$ cat config.mk
export PLATFORM = sky130hd
export DESIGN_NAME = execute_stage_flat
export DESIGN_NICKNAME = d
export VERILOG_FILES = /design/src/rtl/execute_stage_pkg.sv /design/src/rtl/execute_stage_if.sv /design/src/rtl/execute_stage_alu.sv /design/src/rtl/execute_stage.sv /design/src/flat_wrapper.sv
export SDC_FILE = /design/constraint.sdc
export NUM_CORES = 1
export LEC_CHECK = 0
export ABC_AREA = 1
export ABC_CLOCK_PERIOD_IN_PS = 3910
export CORE_ASPECT_RATIO = 1.1
export CORE_MARGIN = 10
export CORE_UTILIZATION = 30
export CTS_CLUSTER_SIZE = 14
export DETAILED_ROUTE_END_ITERATION = 8
export GPL_ROUTABILITY_DRIVEN = 0
export GPL_TIMING_DRIVEN = 0
export PLACE_DENSITY_LB_ADDON = 0.25
export SYNTH_ARGS = -nofsm -noshare
export SYNTH_HDL_FRONTEND = slang
export SYNTH_SLANG_ARGS = --single-unit
$ cat constraint.sdc
create_clock -name clock -period 3.91 [get_ports clock]
set_clock_uncertainty 0.1 [all_clocks]
set_input_delay 0.9775 -clock clock [delete_from_list [all_inputs] [get_ports clock]]
set_output_delay 0.9775 -clock clock [all_outputs]
set_load 0.02 [all_outputs]
$ cat src/rtl/execute_stage_pkg.sv
// lc3_pkg: shared LC-3 execute-stage definitions.
//   - opcode constants (IR[15:12])
//   - writeback mux select and memory control encodings
//   - sext(): sign-extend the low 'w' bits of a word to the full datapath width
package lc3_pkg;

  localparam int LC3_DW = 16;
  localparam int LC3_RW = 3;

  localparam logic [3:0] OP_BR  = 4'b0000;
  localparam logic [3:0] OP_ADD = 4'b0001;
  localparam logic [3:0] OP_LD  = 4'b0010;
  localparam logic [3:0] OP_ST  = 4'b0011;
  localparam logic [3:0] OP_AND = 4'b0101;
  localparam logic [3:0] OP_LDR = 4'b0110;
  localparam logic [3:0] OP_STR = 4'b0111;
  localparam logic [3:0] OP_NOT = 4'b1001;
  localparam logic [3:0] OP_LDI = 4'b1010;
  localparam logic [3:0] OP_STI = 4'b1011;
  localparam logic [3:0] OP_JMP = 4'b1100;
  localparam logic [3:0] OP_LEA = 4'b1110;

  localparam logic [1:0] WB_ALU = 2'd0;
  localparam logic [1:0] WB_MEM = 2'd1;
  localparam logic [1:0] WB_PC  = 2'd2;
  localparam logic [1:0] WB_NPC = 2'd3;

  localparam logic [1:0] MEM_NONE  = 2'd0;
  localparam logic [1:0] MEM_READ  = 2'd1;
  localparam logic [1:0] MEM_IREAD = 2'd2;
  localparam logic [1:0] MEM_WRITE = 2'd3;

  // Move the source field's sign bit to the MSB, then arithmetic-shift back.
  function automatic logic [LC3_DW-1:0] sext(input logic [LC3_DW-1:0] v, input int unsigned w);
    logic [LC3_DW-1:0] t;
    t = v << (LC3_DW - w);
    return $signed(t) >>> (LC3_DW - w);
  endfunction

endpackage

$ cat src/rtl/execute_stage_if.sv
// execute_stage_if: registered execute-stage results toward writeback/memory.
//   master: driven by execute_stage.  slave: consumed by downstream stages.
//   aluout, pcout, M_Data, npc_out (16b), dr (3b), NZP (3b),
//   W_Control_out, Mem_Control_out (2b), wb_en, valid_out (1b).
interface execute_stage_if;
  import lc3_pkg::*;

  logic [LC3_DW-1:0] aluout;
  logic [LC3_DW-1:0] pcout;
  logic [LC3_RW-1:0] dr;
  logic [1:0]        W_Control_out;
  logic [1:0]        Mem_Control_out;
  logic              wb_en;
  logic [LC3_DW-1:0] M_Data;
  logic [2:0]        NZP;
  logic [LC3_DW-1:0] npc_out;
  logic              valid_out;

  modport master (output aluout, pcout, dr, W_Control_out, Mem_Control_out,
                  wb_en, M_Data, NZP, npc_out, valid_out);
  modport slave  (input  aluout, pcout, dr, W_Control_out, Mem_Control_out,
                  wb_en, M_Data, NZP, npc_out, valid_out);
endinterface

$ cat src/rtl/execute_stage_alu.sv
// exec_alu: combinational LC-3 ALU (ADD, AND, NOT).
//   a, b   : operands after bypass selection
//   ir     : instruction word; IR[5] selects imm5 in place of b
//   result : ALU result (0 for non-ALU opcodes; caller ignores it then)
module exec_alu
  import lc3_pkg::*;
(
  input  logic [LC3_DW-1:0] a,
  input  logic [LC3_DW-1:0] b,
  input  logic [LC3_DW-1:0] ir,
  output logic [LC3_DW-1:0] result
);

  logic [LC3_DW-1:0] b_sel;

  always_comb begin
    b_sel  = ir[5] ? sext(ir, 5) : b;
    result = '0;
    case (ir[15:12])
      OP_ADD:  result = a + b_sel;
      OP_AND:  result = a & b_sel;
      OP_NOT:  result = ~a;
      default: result = '0;
    endcase
  end

endmodule

$ cat src/rtl/execute_stage.sv
// execute_stage: LC-3 execute stage, producer side of the writeback interface.
//   clock, reset (sync, active-high), enable_execute (low = hold, valid_out drops)
//   IR, npc_in, VSR1, VSR2 : decoded instruction, PC+1, register-file operands
//   Mem_Bypass_Val, bypass_{alu,mem}_{1,2} : operand forwarding (ALU bypass wins)
//   sr1, sr2 : combinational register-file read addresses
//   wb       : registered results (execute_stage_if master)
module execute_stage
  import lc3_pkg::*;
#(
  parameter int DW = 16,
  parameter int RW = 3
) (
  input  logic          clock,
  input  logic          reset,
  input  logic          enable_execute,
  input  logic [DW-1:0] IR,
  input  logic [DW-1:0] npc_in,
  input  logic [DW-1:0] VSR1,
  input  logic [DW-1:0] VSR2,
  input  logic [DW-1:0] Mem_Bypass_Val,
  input  logic          bypass_alu_1,
  input  logic          bypass_alu_2,
  input  logic          bypass_mem_1,
  input  logic          bypass_mem_2,
  output logic [RW-1:0] sr1,
  output logic [RW-1:0] sr2,
  execute_stage_if.master wb
);

  logic [3:0]    opcode;
  logic [DW-1:0] op_a, op_b, alu_res, off6, off9;
  logic [DW-1:0] pc_next;
  logic [RW-1:0] dr_next;
  logic [2:0]    nzp_next;
  logic [1:0]    wctl_next, mctl_next;
  logic          wben_next, is_alu, is_store;

  assign opcode = IR[15:12];
  assign off6   = sext(IR, 6);
  assign off9   = sext(IR, 9);

  always_comb begin
    sr1 = '0;
    sr2 = '0;
    case (opcode)
      OP_ADD, OP_AND: begin sr1 = IR[8:6]; sr2 = IR[2:0]; end
      OP_NOT, OP_JMP, OP_LDR: sr1 = IR[8:6];
      OP_STR: begin sr1 = IR[8:6]; sr2 = IR[11:9]; end
      OP_ST, OP_STI: sr2 = IR[11:9];
      default: ;
    endcase
  end

  // Forwarding: previous ALU result takes precedence over the memory-stage value.
  assign op_a = bypass_alu_1 ? wb.aluout : bypass_mem_1 ? Mem_Bypass_Val : VSR1;
  assign op_b = bypass_alu_2 ? wb.aluout : bypass_mem_2 ? Mem_Bypass_Val : VSR2;

  exec_alu u_alu (
    .a      (op_a),
    .b      (op_b),
    .ir     (IR),
    .result (alu_res)
  );

  always_comb begin
    pc_next   = wb.pcout;
    dr_next   = '0;
    nzp_next  = '0;
    wctl_next = WB_ALU;
    mctl_next = MEM_NONE;
    wben_next = 1'b0;
    is_alu    = 1'b0;
    is_store  = 1'b0;
    case (opcode)
      OP_ADD, OP_AND, OP_NOT: begin
        is_alu = 1'b1; wben_next = 1'b1; dr_next = IR[11:9];
      end
      OP_BR:  begin pc_next = npc_in + off9; nzp_next = IR[11:9]; end
      OP_JMP: begin pc_next = op_a; nzp_next = 3'b111; end
      OP_LD, OP_LDI: begin
        pc_next   = npc_in + off9;
        mctl_next = (opcode == OP_LDI) ? MEM_IREAD : MEM_READ;
        wctl_next = WB_MEM; wben_next = 1'b1; dr_next = IR[11:9];
      end
      OP_LDR: begin
        pc_next   = op_a + off6;
        mctl_next = MEM_READ;
        wctl_next = WB_MEM; wben_next = 1'b1; dr_next = IR[11:9];
      end
      OP_LEA: begin
        pc_next = npc_in + off9; wctl_next = WB_PC; wben_next = 1'b1; dr_next = IR[11:9];
      end
      OP_ST, OP_STI: begin
        pc_next = npc_in + off9; mctl_next = MEM_WRITE; is_store = 1'b1;
      end
      OP_STR: begin
        pc_next = op_a + off6; mctl_next = MEM_WRITE; is_store = 1'b1;
      end
      default: ;
    endcase
  end

  always_ff @(posedge clock) begin
    if (reset) begin
      wb.aluout          <= '0;
      wb.pcout           <= '0;
      wb.dr              <= '0;
      wb.W_Control_out   <= '0;
      wb.Mem_Control_out <= '0;
      wb.wb_en           <= 1'b0;
      wb.M_Data          <= '0;
      wb.NZP             <= '0;
      wb.npc_out         <= '0;
      wb.valid_out       <= 1'b0;
    end else begin
      wb.valid_out <= enable_execute;
      if (enable_execute) begin
        if (is_alu)   wb.aluout <= alu_res;
        if (is_store) wb.M_Data <= op_b;
        wb.pcout           <= pc_next;
        wb.dr              <= dr_next;
        wb.W_Control_out   <= wctl_next;
        wb.Mem_Control_out <= mctl_next;
        wb.wb_en           <= wben_next;
        wb.NZP             <= nzp_next;
        wb.npc_out         <= npc_in;
      end
    end
  end

endmodule

$ cat src/flat_wrapper.sv
// flat-port wrapper written by rule: the top's interface ports become plain ports
module execute_stage_flat import lc3_pkg::*;
#(
  parameter int DW = 16,
  parameter int RW = 3
)
  (clock, reset, enable_execute, IR, npc_in, VSR1, VSR2, Mem_Bypass_Val, bypass_alu_1, bypass_alu_2, bypass_mem_1, bypass_mem_2, sr1, sr2, wb_aluout, wb_pcout, wb_dr, wb_W_Control_out, wb_Mem_Control_out, wb_wb_en, wb_M_Data, wb_NZP, wb_npc_out, wb_valid_out);
  execute_stage_if wb_i ();
  input  logic clock;
  input  logic reset;
  input  logic enable_execute;
  input  logic [DW-1:0] IR;
  input  logic [DW-1:0] npc_in;
  input  logic [DW-1:0] VSR1;
  input  logic [DW-1:0] VSR2;
  input  logic [DW-1:0] Mem_Bypass_Val;
  input  logic bypass_alu_1;
  input  logic bypass_alu_2;
  input  logic bypass_mem_1;
  input  logic bypass_mem_2;
  output logic [RW-1:0] sr1;
  output logic [RW-1:0] sr2;
  output wire logic [$bits(wb_i.aluout)-1:0] wb_aluout;
  output wire logic [$bits(wb_i.pcout)-1:0] wb_pcout;
  output wire logic [$bits(wb_i.dr)-1:0] wb_dr;
  output wire logic [$bits(wb_i.W_Control_out)-1:0] wb_W_Control_out;
  output wire logic [$bits(wb_i.Mem_Control_out)-1:0] wb_Mem_Control_out;
  output wire logic [$bits(wb_i.wb_en)-1:0] wb_wb_en;
  output wire logic [$bits(wb_i.M_Data)-1:0] wb_M_Data;
  output wire logic [$bits(wb_i.NZP)-1:0] wb_NZP;
  output wire logic [$bits(wb_i.npc_out)-1:0] wb_npc_out;
  output wire logic [$bits(wb_i.valid_out)-1:0] wb_valid_out;
  assign wb_aluout = wb_i.aluout;
  assign wb_pcout = wb_i.pcout;
  assign wb_dr = wb_i.dr;
  assign wb_W_Control_out = wb_i.W_Control_out;
  assign wb_Mem_Control_out = wb_i.Mem_Control_out;
  assign wb_wb_en = wb_i.wb_en;
  assign wb_M_Data = wb_i.M_Data;
  assign wb_NZP = wb_i.NZP;
  assign wb_npc_out = wb_i.npc_out;
  assign wb_valid_out = wb_i.valid_out;
  execute_stage #(.DW(DW), .RW(RW)) u_core (.clock(clock), .reset(reset), .enable_execute(enable_execute), .IR(IR), .npc_in(npc_in), .VSR1(VSR1), .VSR2(VSR2), .Mem_Bypass_Val(Mem_Bypass_Val), .bypass_alu_1(bypass_alu_1), .bypass_alu_2(bypass_alu_2), .bypass_mem_1(bypass_mem_1), .bypass_mem_2(bypass_mem_2), .sr1(sr1), .sr2(sr2), .wb(wb_i));
endmodule
# == After elaboration in Yosys (flattened, before gate mapping) ==
# Cells that the tools add are included.
# classes
bitwise_logic,2
n_eq_ne,11
add_sub_neg,3
reduce_logical,14
muxes,17
# op_table
operator,count
$pmux W16 S3,2
$mux W16,5
$add A16 B16 Y16,3
$eq A4 B4 Y1 const B,5
$and A16 B16 Y16,1
$not A16 Y16,1
$eq A4 B3 Y1 const B,3
$pmux W3 S2,2
$reduce_or A6 Y1,2
$reduce_or A3 Y1,3
$eq A4 B2 Y1 const B,2
$reduce_or A7 Y1,1
$mux W3,2
$pmux W2 S3,1
$reduce_and A2 Y1,3
$reduce_or A2 Y1,3
$eq A4 B1 Y1 const B,1
$logic_not A4 Y1,1
$pmux W2 S2,1
$mux W1,3
$reduce_bool A3 Y1,1
$mux W2,1
# totals
in_bits,87
word_cells,57
register_bits,76
output_inout_bits,82

# == Longest topological paths before layout ==
# depth
word_depth,5
mapped_depth,19
mapped_depth_nobuf,19

# == Hierarchy ==
# From an unflattened synthesis, not the netlist that was laid out.
# unflattened
hier_cells,1184
area_unflattened_um2,7106.8
# modules_own_cells
mod,instances,seq_area_each_um2,area_per_inst_um2,cells_per_inst
execute_stage,1,1521.5,5629.1,914
exec_alu,1,0.0,1477.7,270

# == Worst setup path after synthesis ==
# No wires, ideal clock.
# synth_timing
path_kind,input -> register
from,in bypass_mem_2
to,reg u_core.wb.aluout[6]
setup_time_ps,123
required_ps,3687
setup_slack_ps,694
path_buffers,1
path_stages,15
arrival_time_ps,2993
path_cell_list,clkbuf_1 inv_1 nand2_1 nand3_1 o21ai_0 o21ai_0 ha_1 fa_1 nand3_1 nand2_1 nand2_1 nand2_1 or2_2 nand3_1 a31oi_1
# synth_via
elab_chain_len,5
elab_cells_between_ends,6
classes_between,add/sub: 1; mux: 4; bitwise: 1
# synth_rtl
element,line_no,source
"start, declared",flat_wrapper.sv:20,input logic bypass_mem_2;
$mux W16 * (2 in a row),execute_stage.sv:56,assign op_b = bypass_alu_2 ? wb.aluout : bypass_mem_2 ? Mem_Bypass_Val : VSR2;
$mux W16 *,execute_stage_alu.sv:17,"b_sel = ir[5] ? sext(ir, 5) : b;"
$add A16 B16 Y16 / $and A16 B16 Y16 (equally long branches),"execute_stage_alu.sv:20, execute_stage_alu.sv:21",
$pmux W16 S3 *,execute_stage_alu.sv:19,case (ir[15:12])
"end signal, assigned",execute_stage.sv:118,if (is_alu) wb.aluout <= alu_res;
"end, declared",execute_stage_if.sv:19,"modport master (output aluout, pcout, dr, W_Control_out, Mem_Control_out,"
# Mark *: on every way between the ends. The rest lies on a longest branch, timed or not.
# A chain may end at the register's enable or synchronous reset.

# == Worst setup path after layout ==
# layout_timing
from,in IR[1]
to,out sr2[1]
# layout_via
elab_chain_len,1
# layout_rtl
element,line_no,source
"start, declared",flat_wrapper.sv:12,input logic [DW-1:0] IR;
$pmux W3 S2,execute_stage.sv:45,case (opcode)
"end, declared",flat_wrapper.sv:22,output logic [RW-1:0] sr2;
# Every way passes these cells.

==> flow_summary.ini <==
[route]
drt_first_pass_iters = 6
num_vias = 7933
route.detailed.drc = 0
wirelength_um = 26700
first_iter_violations = 498
vias_per_cell = 4.93
wire_per_inst_um = 16.6
antenna_left = 0

[final_layout]
final_common_cell = nand2_1
antennaDiodeCount = 0
utilization_pct = 41.0
final_area_um2 = 9070
layout.nets = 1448
area_delta_synth_final_pct = 34.6
nFillCells = 2442
multi_input_area_um2 = 4500
regArea_um2 = 1520
layout_common_cells = nand2_1 (318), clkdlybuf4s50_1 (159), inv_1 (129)
drive_above_1_share_pct = 6.47

[sta]
finalSetupViolCount = 0
setup_ws_ns = 0.0905
fin_crit_ns = 3.82
worst_pin_slew_ns = 0.636
slew_viol_final = 0
holdWs_ns = 0.366
timing.final.crit_share_pct = 97.7
finalHoldViolations = 0
grt_setup_unrepaired = false
max_freq_mhz = 262
max_slew_margin_pct = 57.6

[die]
die_w_um = 163
start_util_pct = 30.5
rows = 57
coreArea_um2 = 22100
pin_count = 169
die_h_um = 177
dieArea_um2 = 28900

[critical_path]
cpPeakStageDelay_ns = 0.67
critPathKind = input pin to output port
endpoint_kind = output port
crit_top_cell = clkdlybuf4s50_1
crit_chain = clkdlybuf4s50_1 -> inv_1 -> o32ai_1 -> clkdlybuf4s50_1
critPathBufInv = 3
critPathTopFamily = buffers and inverters
cp_max_fo = 5
arrival_ns = 2.74
crit_slowest_cell = clkdlybuf4s50_1
cp-start-kind = input pin
crit_required_ns = 2.83

[clock_network]
clock_sinks = 76
cts_root_buf = clkbuf_16
h-tree-depth = 3
cts_buffers = 9
clk_latency_ns = 0.35
clk_pin_slew_worst_paths_ns = 0.06
cts_tree = done
cts_buffer_depth = 2

[logic_synthesis]
ys_warn_count = 0
ys_types = 41
synthFlopType = dfxtp_1
synth.largest_area_cell = dfxtp_1
ys_seq_elements = 76
synth_top_area_share_pct = 22.6
syn_inst = 1136
async_flop_share_pct = 0
synth_seq_area_share_pct = 22.6
synth_fp_nets = 1272
yosys-top-cells-area = dfxtp_1 (23%), nand2_1 (18%), ha_1 (8.5%)
netlist_area_um2 = 6740
synth_edf_count = 0
syn_avg_cell_area_um2 = 5.93

[global_routing]
grt_pass1_wl_um = 42100
grt_overflow_total = 0
grt_usage_pct = 18.2
grt_pass1_vias = 7794
antenna_found_initial = 0
grt_max_degree = 17

[status]
status = finished, final reports clean

[place]
hpwl_um = 22200
post-place-ws_ns = -0.470
placed_cell_area_um2 = 8760
portBuffers = 165

[power]
powerDensity_nw_per_um2 = 302
p_leak_nw = 4.29
vdd_ir_drop_max_mv = 0.207

[min_path]
worstHoldPathType = flop to flop

[job]
drv_cap = 0
[worst min-delay path: stages, from the launching register on]
cell	delay, ns
dfxtp_1	0.30
nand2_1	0.06
a21oi_1	0.06
[report_power, final]
group          switching (mW)  internal [mW]  total [mW]
clock network           0.336          0.502       0.837
logic                   0.633          0.415        1.05
registers              0.0282          0.822       0.850
total                   0.997           1.74        2.74
[cell type report]
| type | instances | share of cell area, % |
|---|---|---|
| buffer | 42 | 2.41 |
| inverter | 142 | 5.90 |
| clock buffer | 11 | 2.68 |
| sequential | 76 | 16.8 |
| tap | 295 | 4.07 |
| clock inverter | 2 | 0.414 |
| multi-input combinational | 876 | 49.6 |
| timing repair buffer | 165 | 18.1 |
[cell families (layout without fill, tap and decap cells)]
| kind of cell | count (synthesis) | after routing | synth area share [%] |
|---|---|---|---|
| AND/OR/NAND/NOR | 572 | 572 | 36.0 |
| adder cells (fa/ha/maj) | 49 | 49 | 9.43 |
| buffers and inverters | 184 | 362 | 11.1 |
| AO/OA/AOI/OAI | 251 | 251 | 20.4 |
| XOR/XNOR | 4 | 4 | 0.520 |
| flip-flops | 76 | 76 | 22.6 |
[registers in the layout, indices dropped and copies added (netlist names)]
| signal | flops |
|---|---|
| u_core.wb.wb_en | 1 |
| u_core.wb.valid_out | 1 |
| u_core.wb.M_Data | 16 |
| u_core.wb.W_Control_out | 2 |
| u_core.wb.aluout | 16 |
| u_core.wb.pcout | 16 |
| u_core.wb.NZP | 3 |
| u_core.wb.npc_out | 16 |
| u_core.wb.dr | 3 |
| u_core.wb.Mem_Control_out | 2 |
[metrics by stage]
| step | instances | power (mW) | TNS, ns |
|---|---|---|---|
| after global placement | 1596 | 1.90 | -7.13 |
| after global routing | 1609 | 2.90 | 0 |
| after CTS | 1609 | 2.75 | 0 |
| after detailed placement | 1596 | 1.91 | -7.55 |
| after floorplan | 1136 | 1.51 | 0 |
| final | 1609 | 2.74 | 0 |
[worst paths after layout]
kind                                                        from                          endpoint  slack [ns]  depth (start not counted)
worst max-delay path                                       IR[1]                            sr2[1]        0.09                          4
worst min-delay path                u_core.wb.dr[0]$_SDFFE_PP0P_      u_core.wb.dr[0]$_SDFFE_PP0P_        0.37                          2
worst max register to register  u_core.wb.aluout[1]$_SDFFE_PP0P_  u_core.wb.aluout[6]$_SDFFE_PP0P_        1.30                         10
worst min register to register      u_core.wb.dr[0]$_SDFFE_PP0P_      u_core.wb.dr[0]$_SDFFE_PP0P_        0.37                          2
[cells in the mapped netlist (5+ instances only)]
cell type    n
o21a_1       6
nand3b_1    10
clkbuf_1    17
nor2_1     103
or2_2       13
nand4_1      9
o21ai_1     11
ha_1        46
inv_2       13
buf_4        6
inv_1      129
nand3_1     97
nor3_1       6
nand2_1    318
dfxtp_1     76
a21oi_1    102
o21ai_0    104
a31oi_1      9
o211ai_1     5
buf_2       15
nor2_2       5
[what timing repair did]
item | in CTS | in global routing
cloned | 0 | 0
setup endpoints to repair | 12 | 18
setup buffers | 0 | 0
hold buffers | 0 | 0
resized for setup | 9 | 12
[per-layer routing]
layer  wire length [um]  share of wire (%)  vias to the layer above  GRT usage (%)
met2              12400                 46                      215           30.4
met5                  0                  0                        -              0
li1                   -                  -                     4094              -
met3               1760                6.6                       26           4.47
met4                471                1.8                        0           5.30
met1              12000                 45                     3598           22.6
No activity file was read; power rests on OpenSTA's default activity.
